**config.mk**
```make
export PLATFORM = sky130hd
export DESIGN_NAME = dispatch_ctrl
export DESIGN_NICKNAME = d
export VERILOG_FILES = /design/src/rtl/ctrl_sigs.sv /design/src/rtl/dispatch_fifo.sv /design/src/rtl/dispatch_ctrl.sv
export SDC_FILE = /design/constraint.sdc
export NUM_CORES = 1
export LEC_CHECK = 0
export CORE_MARGIN = 1
export CORE_UTILIZATION = 25
export DETAILED_ROUTE_END_ITERATION = 8
export SKIP_CTS_REPAIR_TIMING = 1
export SLEW_MARGIN = 20
export SYNTH_ARGS = -nofsm -noshare
export SYNTH_HDL_FRONTEND = slang
export SYNTH_SLANG_ARGS = --single-unit
```
**constraint.sdc**
```tcl
create_clock -name clk -period 6.1 [get_ports clk]
set_clock_uncertainty 0.2 [all_clocks]
set_input_delay 1.83 -clock clk [delete_from_list [all_inputs] [get_ports clk]]
set_output_delay 1.83 -clock clk [all_outputs]
set_load 0.005 [all_outputs]
```
**src/rtl/ctrl_sigs.sv**
```systemverilog
// ctrl_sigs: shared types and helpers for the dispatch controller.
//   exut_t      - execution unit selector (alu, jmp, mem, mul); indexes the
//                 one-hot issue-queue request vector.
//   state_t     - dispatch FSM states.
//   SHADOW_MAX_DEFAULT - default upper bound on the length of a branch shadow.
//   shadow_len  - number of instructions a forward branch would shadow, or 0
//                 when the branch does not qualify for shadow execution.
package ctrl_sigs;

    localparam int SHADOW_MAX_DEFAULT = 3;

    typedef enum logic [1:0] {
        EXUT_ALU = 2'd0,
        EXUT_JMP = 2'd1,
        EXUT_MEM = 2'd2,
        EXUT_MUL = 2'd3
    } exut_t;

    typedef enum logic [1:0] {
        ST_IDLE   = 2'd0,
        ST_SHADOW = 2'd1,
        ST_HALT   = 2'd2
    } state_t;

    // A forward branch skipping over k whole instructions lands at
    // pc + 4*(k+1); the shadow covers exactly those k instructions.
    function automatic logic [31:0] shadow_len(input logic [31:0] pc,
                                               input logic [31:0] target,
                                               input int          max_len);
        logic [31:0] diff;
        diff = target - pc;
        if (target > pc && diff[1:0] == 2'b00 &&
            diff[31:2] >= 30'd2 && diff[31:2] <= 30'(max_len + 1))
            return {2'b00, diff[31:2]} - 32'd1;
        return 32'd0;
    endfunction

endpackage

```
**src/rtl/dispatch_fifo.sv**
```systemverilog
// dispatch_fifo: small in-order buffer between the fetch queue and decode.
//   clk, rst    - clock and synchronous active-high reset (control only)
//   clear       - discard all entries on the next edge
//   push, wdata - write one entry (caller guarantees not full)
//   pop         - retire the head entry (caller guarantees not empty)
//   rdata       - head entry
//   empty, full - occupancy flags
module dispatch_fifo #(
    parameter int DEPTH = 2,
    parameter int W     = 64
) (
    input  logic         clk,
    input  logic         rst,
    input  logic         clear,
    input  logic         push,
    input  logic [W-1:0] wdata,
    input  logic         pop,
    output logic [W-1:0] rdata,
    output logic         empty,
    output logic         full
);

    localparam int PW = (DEPTH > 1) ? $clog2(DEPTH) : 1;
    localparam int CW = $clog2(DEPTH + 1);

    logic [W-1:0]  mem [DEPTH];
    logic [PW-1:0] wr_ptr;
    logic [PW-1:0] rd_ptr;
    logic [CW-1:0] count;

    // Explicit wrap so DEPTH need not be a power of two.
    function automatic logic [PW-1:0] next_ptr(input logic [PW-1:0] p);
        return (p == PW'(DEPTH - 1)) ? '0 : p + 1'b1;
    endfunction

    always_ff @(posedge clk) begin
        if (rst || clear) begin
            wr_ptr <= '0;
            rd_ptr <= '0;
            count  <= '0;
        end else begin
            if (push) wr_ptr <= next_ptr(wr_ptr);
            if (pop)  rd_ptr <= next_ptr(rd_ptr);
            case ({push, pop})
                2'b10:   count <= count + 1'b1;
                2'b01:   count <= count - 1'b1;
                default: count <= count;
            endcase
        end
    end

    // Payload storage carries no reset; occupancy alone defines validity.
    always_ff @(posedge clk) begin
        if (push) mem[wr_ptr] <= wdata;
    end

    assign rdata = mem[rd_ptr];
    assign empty = (count == '0);
    assign full  = (count == CW'(DEPTH));

endmodule

```
**src/rtl/dispatch_ctrl.sv**
```systemverilog
// dispatch_ctrl: buffers fetched instructions, presents the head to decode,
// dispatches it to the issue queue of its execution unit, and runs the
// forward-branch shadow / illegal-instruction halt FSM.
//   clk, rst                 - clock, synchronous active-high reset
//   fq_valid/fq_instr/fq_pc  - fetch queue offer; fq_ready accepts it
//   flush                    - backend redirect, discards all held state
//   dec_instr                - head instruction to the decoder
//   dec_legal/dec_exut/dec_br/dec_shadowable/dec_btarget - decode results
//   under_shadow             - shadow active, fed back to the decoder
//   iq_valid/iq_ready        - one-hot dispatch request / per-unit ready
//   out_instr/out_pc/out_shadowed - dispatched instruction and predication
//   illegal_valid/illegal_pc - one-cycle illegal-instruction report
module dispatch_ctrl
    import ctrl_sigs::*;
#(
    parameter int SHADOW_MAX = SHADOW_MAX_DEFAULT,
    parameter int DEPTH      = 2
) (
    input  logic        clk,
    input  logic        rst,
    input  logic        fq_valid,
    input  logic [31:0] fq_instr,
    input  logic [31:0] fq_pc,
    output logic        fq_ready,
    input  logic        flush,
    output logic [31:0] dec_instr,
    input  logic        dec_legal,
    input  logic [1:0]  dec_exut,
    input  logic        dec_br,
    input  logic        dec_shadowable,
    input  logic [31:0] dec_btarget,
    output logic        under_shadow,
    output logic [3:0]  iq_valid,
    input  logic [3:0]  iq_ready,
    output logic [31:0] out_instr,
    output logic [31:0] out_pc,
    output logic        out_shadowed,
    output logic        illegal_valid,
    output logic [31:0] illegal_pc
);

    localparam int CW = $clog2(SHADOW_MAX + 1);

    state_t        state;
    logic [CW-1:0] shadow_cnt;

    logic [31:0] head_instr;
    logic [31:0] head_pc;
    logic        empty;
    logic        full;
    logic        push;
    logic        pop;
    logic        blocked;
    logic        present;
    logic        want_dispatch;
    logic        fire;
    logic        cancel;
    logic [31:0] slen;
    logic        br_ok;
    exut_t       exut;

    dispatch_fifo #(
        .DEPTH (DEPTH),
        .W     (64)
    ) u_fifo (
        .clk   (clk),
        .rst   (rst),
        .clear (flush),
        .push  (push),
        .wdata ({fq_instr, fq_pc}),
        .pop   (pop),
        .rdata ({head_instr, head_pc}),
        .empty (empty),
        .full  (full)
    );

    assign exut = exut_t'(dec_exut);

    // Reset and flush silence every request in the cycle they are seen.
    assign blocked       = rst | flush | (state == ST_HALT);
    assign present       = ~empty & ~blocked;
    assign want_dispatch = present & dec_legal;
    assign fire          = want_dispatch & iq_ready[exut];

    assign iq_valid      = want_dispatch ? (4'b0001 << exut) : 4'b0000;
    assign illegal_valid = present & ~dec_legal;
    assign illegal_pc    = head_pc;
    assign pop           = fire | illegal_valid;

    assign fq_ready      = ~full & ~blocked;
    assign push          = fq_valid & fq_ready;

    assign dec_instr     = head_instr;
    assign out_instr     = head_instr;
    assign out_pc        = head_pc;

    // A non-shadowable head ends the shadow as soon as it is presented, so
    // it always leaves unpredicated.
    assign cancel        = (state == ST_SHADOW) & want_dispatch & ~dec_shadowable;
    assign out_shadowed  = (state == ST_SHADOW) & present & dec_shadowable;
    assign under_shadow  = (state == ST_SHADOW);

    assign slen          = shadow_len(head_pc, dec_btarget, SHADOW_MAX);
    assign br_ok         = dec_br & (slen != 32'd0);

    always_ff @(posedge clk) begin
        if (rst || flush) begin
            state      <= ST_IDLE;
            shadow_cnt <= '0;
        end else begin
            case (state)
                ST_IDLE: begin
                    if (illegal_valid) begin
                        state <= ST_HALT;
                    end else if (fire && br_ok) begin
                        state      <= ST_SHADOW;
                        shadow_cnt <= CW'(slen);
                    end
                end
                ST_SHADOW: begin
                    if (illegal_valid) begin
                        state      <= ST_HALT;
                        shadow_cnt <= '0;
                    end else if (cancel) begin
                        state      <= ST_IDLE;
                        shadow_cnt <= '0;
                    end else if (fire) begin
                        shadow_cnt <= shadow_cnt - 1'b1;
                        if (shadow_cnt == CW'(1)) state <= ST_IDLE;
                    end
                end
                ST_HALT: begin
                    state <= ST_HALT;
                end
                default: begin
                    state      <= ST_IDLE;
                    shadow_cnt <= '0;
                end
            endcase
        end
    end

endmodule
```
; Word-level counts from Yosys, hierarchy flattened
; Memory sizes are Yosys's and may differ from the RTL's. A register that Yosys moved wholly into a read port is not among the register bits.
; Index checks and enable logic that the tools add are counted.
[word_totals]
regBits = 8
ramBits = 128
input_bits = 109
memories = 1
[classes]
n_addsub = 7
n_lt_le_gt_ge = 4
n_eq_ne = 11
shifts = 1
muxes = 26
n_bitwise = 20
n_reduce_logical = 12
[mem_list]
columns = memory, words, width, read_ports, rd_clocked_by_memory_dff, write_ports, line
row1 = u_fifo.mem, 2, 64, 1, 1, 1, dispatch_fifo.sv:26  ; logic [W-1:0] mem [DEPTH];
[op_table]
columns = operator, n
row1 = $mux 32, 2
row2 = $gt 32x32->1, 1
row3 = $reduce_bool 32->1, 1
row4 = $sub 32x32->32, 1
row5 = $sub 30x1->31 const B, 1
row6 = $ge 30x2->1 const B, 1
row7 = $le 30x3->1 const B, 1
row8 = $mux 2, 11
row9 = $pmux 2 s3, 2
row10 = $and 1x1->1, 11
row11 = $mux 1, 8
row12 = $ne 4x1->1 const B, 2
row13 = $eq 2x1->1 const B, 3
row14 = $eq 2x2->1 const B, 3
row15 = $logic_not 2->1, 3
row16 = $not 1->1, 6
row17 = $logic_and 1x1->1, 4
row18 = $mux 4, 1
row19 = $ne 2x2->1 const B, 2
row20 = $pmux 2 s2, 1
row21 = $reduce_and 4->1, 1
row22 = $shl 1x2->4 const A, 1
row23 = $sub 2x1->2 const B, 2
row24 = $lt 2x3->1 const B, 1
row25 = 8 further kinds, 11

; Depth between registers and ports, before layout
[logic_depth]
ltp_word = 13
depth_mapped = 19
ltp_nobuf = 16

; Modules after synthesis
; From an unflattened synthesis, not the netlist that was laid out.
[unflattened]
hier_cells = 784
hier_area_um2 = 8593.2
[by_module_without_submodules]
columns = module, n_inst, cells_each, area_each_um2, seq_area_each_um2
row1 = dispatch_fifo, 1, 221, 4812.1, 3943.8
row2 = dispatch_ctrl, 1, 563, 3781.1, 80.1

; Least setup slack after synthesis
; Ideal clock, no wire load.
[synth_timing]
path_kind = input to register
startpoint = in flush
endpoint = mem u_fifo.mem[0][0] (enable)
setup_ns = 0.486
arrival_time_ns = 5.638
t_required_ns = 5.414
path_slack_ns = -0.224
cell_stages = 6
n_path_buf = 1
cell_sequence = or2_2 > clkbuf_1 > or2_2 > a21oi_1 > nand2_1 > nor2_1
[synth_between]
elab_chain_cells = 7
[synth_lines]
columns = item, line
row1 = "start, declared", dispatch_ctrl.sv:25  ; input logic flush,
row2 = $or 1x1->1 (2 in a row), dispatch_ctrl.sv:80  ; assign blocked = rst | flush | (state == ST_HALT);
row3 = $not 1->1, dispatch_ctrl.sv:90  ; assign fq_ready = ~full & ~blocked;
row4 = $and 1x1->1, dispatch_ctrl.sv:90
row5 = via fq_ready, dispatch_ctrl.sv:24  ; output logic fq_ready,
row6 = $and 1x1->1, dispatch_ctrl.sv:91  ; assign push = fq_valid & fq_ready;
row7 = $mux 1, dispatch_fifo.sv:54  ; if (push) mem[wr_ptr] <= wdata;
row8 = $mux 1 (implied by the code), dispatch_fifo.sv:54
row9 = "end, declared", dispatch_fifo.sv:26
; The timed path passes the listed nets, and every way through them passes these cells.

; Final worst setup path
[layout_timing]
startpoint = in flush
endpoint = out iq_valid[2]
[layout_between]
elab_chain_cells = 6
[layout_lines]
columns = item, line
row1 = $or 1x1->1 (2 in a row), dispatch_ctrl.sv:80
row2 = $not 1->1, dispatch_ctrl.sv:81  ; assign present = ~empty & ~blocked;
row3 = $and 1x1->1, dispatch_ctrl.sv:81
row4 = $and 1x1->1, dispatch_ctrl.sv:82  ; assign want_dispatch = present & dec_legal;
row5 = $mux 4, dispatch_ctrl.sv:85  ; assign iq_valid = want_dispatch ? (4'b0001 << exut) : 4'b0000;
row6 = "end, declared", dispatch_ctrl.sv:33  ; output logic [3:0] iq_valid,
; No other way between the ends.

==> results.ini <==
[outcome]
status = completed

[synthesis]
synth_enable_flop_cells = 128
synthDistinctLibCells = 92
syn_area_um2 = 8390
ys_seq_area_share_pct = 48.0
yosysWarnings = 0
syn_area_per_cell_um2 = 11.4
synth_top_area_share_pct = 45.8
synth_flop_cell = edfxtp_1
syn_nets = 881
yosysMostFrequentCell = edfxtp_1
ys_top_cells_by_area = edfxtp_1 46%, buf_4 5.8%, ha_1 5.5%
synth_commonest_cells = 128 x edfxtp_1, 65 x buf_4, 45 x nand2_1, 44 x inv_1, 40 x nor2_1
async_reset_ff_share_pct = 0
ys_seq_elements = 137
syn_inst = 734
yosysTopAreaCell = edfxtp_1

[drt]
viasPerCell = 4.55
first_pass_iters = 7
wire_per_inst_um = 16.2
drtIter0Drc = 264
drcViolationCount = 0
final_antenna_net_count = 0
drt_wl_total_um = 22800
via_count = 6373

[floorplanning]
dieHeight_um = 185
dieArea_um2 = 34300
start_util_pct = 25.6
io_pins = 245
row_count = 66
core_um2 = 32800
die-width_um = 185

[timing]
hold_viol_final = 0
rsz0062_at_grt = no
tns_ns = 0
period_minus_slack_ns = 5.95
timing.fmax_mhz = 168
worst_pin_slew_ns = 0.564
drv_slew = 0
setup_viol_count_final = 0
slew_headroom_pct = 62.1
finalCritPeriodShare_pct = 97.5

[setup_path]
arrival_ns = 3.92
crit_chain = clkdlybuf4s50_1 > or2_2 > or2_2 > nor2_4 > nand2_1 > nor3b_1 > clkdlybuf4s50_1
slowest_delay_ns = 0.55
cp_num_buf_inv = 2
crit_type = primary input to primary output
endpoint = iq_valid[2]
crit_required_ns = 4.07
crit_path_end_kind = primary output
slowest_stage = clkdlybuf4s50_1
timing.critical_path.from = flush
worstRegToRegCells = 15
cp_max_fo = 5
cp.depth = 7
r2r_end = shadow_cnt[0]
cp_top_family = simple AND/OR/NAND/NOR gates
reg2reg_slack_ns = 1.11
start_kind = primary input

[power_and_ir_drop]
powerDensity_nw_per_um2 = 215
cellLeakagePower_nw = 4.11
irDropWorstVdd_uv = 119

[place]
dp_hpwl_um = 17500
port-buffer-count = 244
place_congestion = 0.884

[run]
cap_violations = 0

[global_route]
track_usage_pct = 13.4
overflow = 0
grt_start_max_net_pins = 65
grt_first_pass_wirelength_um = 34300
antenna_found_initial = 3
grt_pass1_vias = 6440

[layout]
syn2layout_area_growth_pct = 39.3
drive_above_1_share_pct = 15.7
fin_util_pct = 35.7
final_nets = 1094

[clock_network]
cts_made_buffers = 17
clkLatencyLatePin_ns = 0.43
cts_root_buf = clkbuf_16
cts_tree = yes
cts.reportedPaths.clkPinSlew_ns = 0.06
cts_buffer_depth = 2
cts_sinks = 137
htreeDepth = 4

[min_path]
hold_path.class = flop to flop
hold_depth = 1

cell families (layout without fill, tap and decap cells):
| family | after synthesis | count (layout) | share of synthesized area [%] |
|---|---|---|---|
| simple gates | 183 | 183 | 11.9 |
| compound gates | 156 | 156 | 13.9 |
| flops | 137 | 137 | 48.0 |
| buf+inv | 131 | 355 | 9.29 |
| mux | 70 | 70 | 9.17 |
| fa+ha+maj | 38 | 38 | 5.76 |
| xor+xnor | 19 | 19 | 1.98 |
| other cells | 0 | 1 | 0 |
layout make-up:
cell class,instances,area [um2]
Timing Repair Buffer,281,2750
Tap cell,442,553
Fill cell,3245,21100
Antenna cell,1,2.50
Multi-Input combinational cell,466,3610
Inverter,44,165
Sequential cell,137,4030
Clock buffer,17,425
Clock inverter,13,155
through the flow:
step / worst slack (ns) / cell area [um2] / cells / hold WS [ns] / power [mW]
floorplan: -0.224 / 8390 / 734 / 0.252 / 1.31
global placement: -0.0167 / 11100 / 1370 / 0.273 / 1.50
detailed placement: -0.117 / 11100 / 1370 / 0.293 / 1.50
CTS: 0.0184 / 11700 / 1400 / 0.309 / 2.55
global route: 0.00651 / 11700 / 1400 / 0.338 / 2.62
finish: 0.154 / 11700 / 1401 / 0.308 / 2.52
registers in the layout, summed over array words and instances (netlist names), named ones only:
name and count:
u_fifo.wr_ptr 1, u_fifo.rd_ptr 1, u_fifo.mem 128, u_fifo.count 2, shadow_cnt 2, state 2
report_power, final:
group,leakage [nW],internal [mW],switching (mW)
clock network,0.274,0.635,0.400
logic,2.60,0.225,0.211
registers,1.24,1.04,0.00345
layout by cell type, fill, tap and decap left out, types with 9 or more instances in the layout:
cell               n
mux2_2            35
xnor2_1           12
nor3_1            13
nor2_1            37
edfxtp_1         128
a21oi_1           37
ha_1              37
mux2i_1           33
nand3_1           12
o21ai_0           24
clkbuf_16         17
clkdlybuf4s50_1  244
a21o_1            13
buf_4             35
nand4_1            9
inv_1             44
nand2_1           45
routing by layer:
metal,vias up,GRT usage [%],share of wire [%]
met5,-,0,0.13
met4,6,4.20,1.3
met3,25,3.74,6.5
met2,210,24.2,51
met1,3035,15.1,41
li1,3097,-,-
how the worst min path moves through the flow:
stage	slack [ns]	start	endpoint
after floorplan	0.25	shadow_cnt[1]	shadow_cnt[1]
after detailed placement	0.29	shadow_cnt[1]	shadow_cnt[1]
final	0.31	shadow_cnt[1]	shadow_cnt[1]
after CTS	0.31	shadow_cnt[1]	shadow_cnt[1]
after global placement	0.27	shadow_cnt[1]	shadow_cnt[1]
after global routing	0.34	shadow_cnt[1]	shadow_cnt[1]
Note: power is estimated with default switching activity, not from simulation.
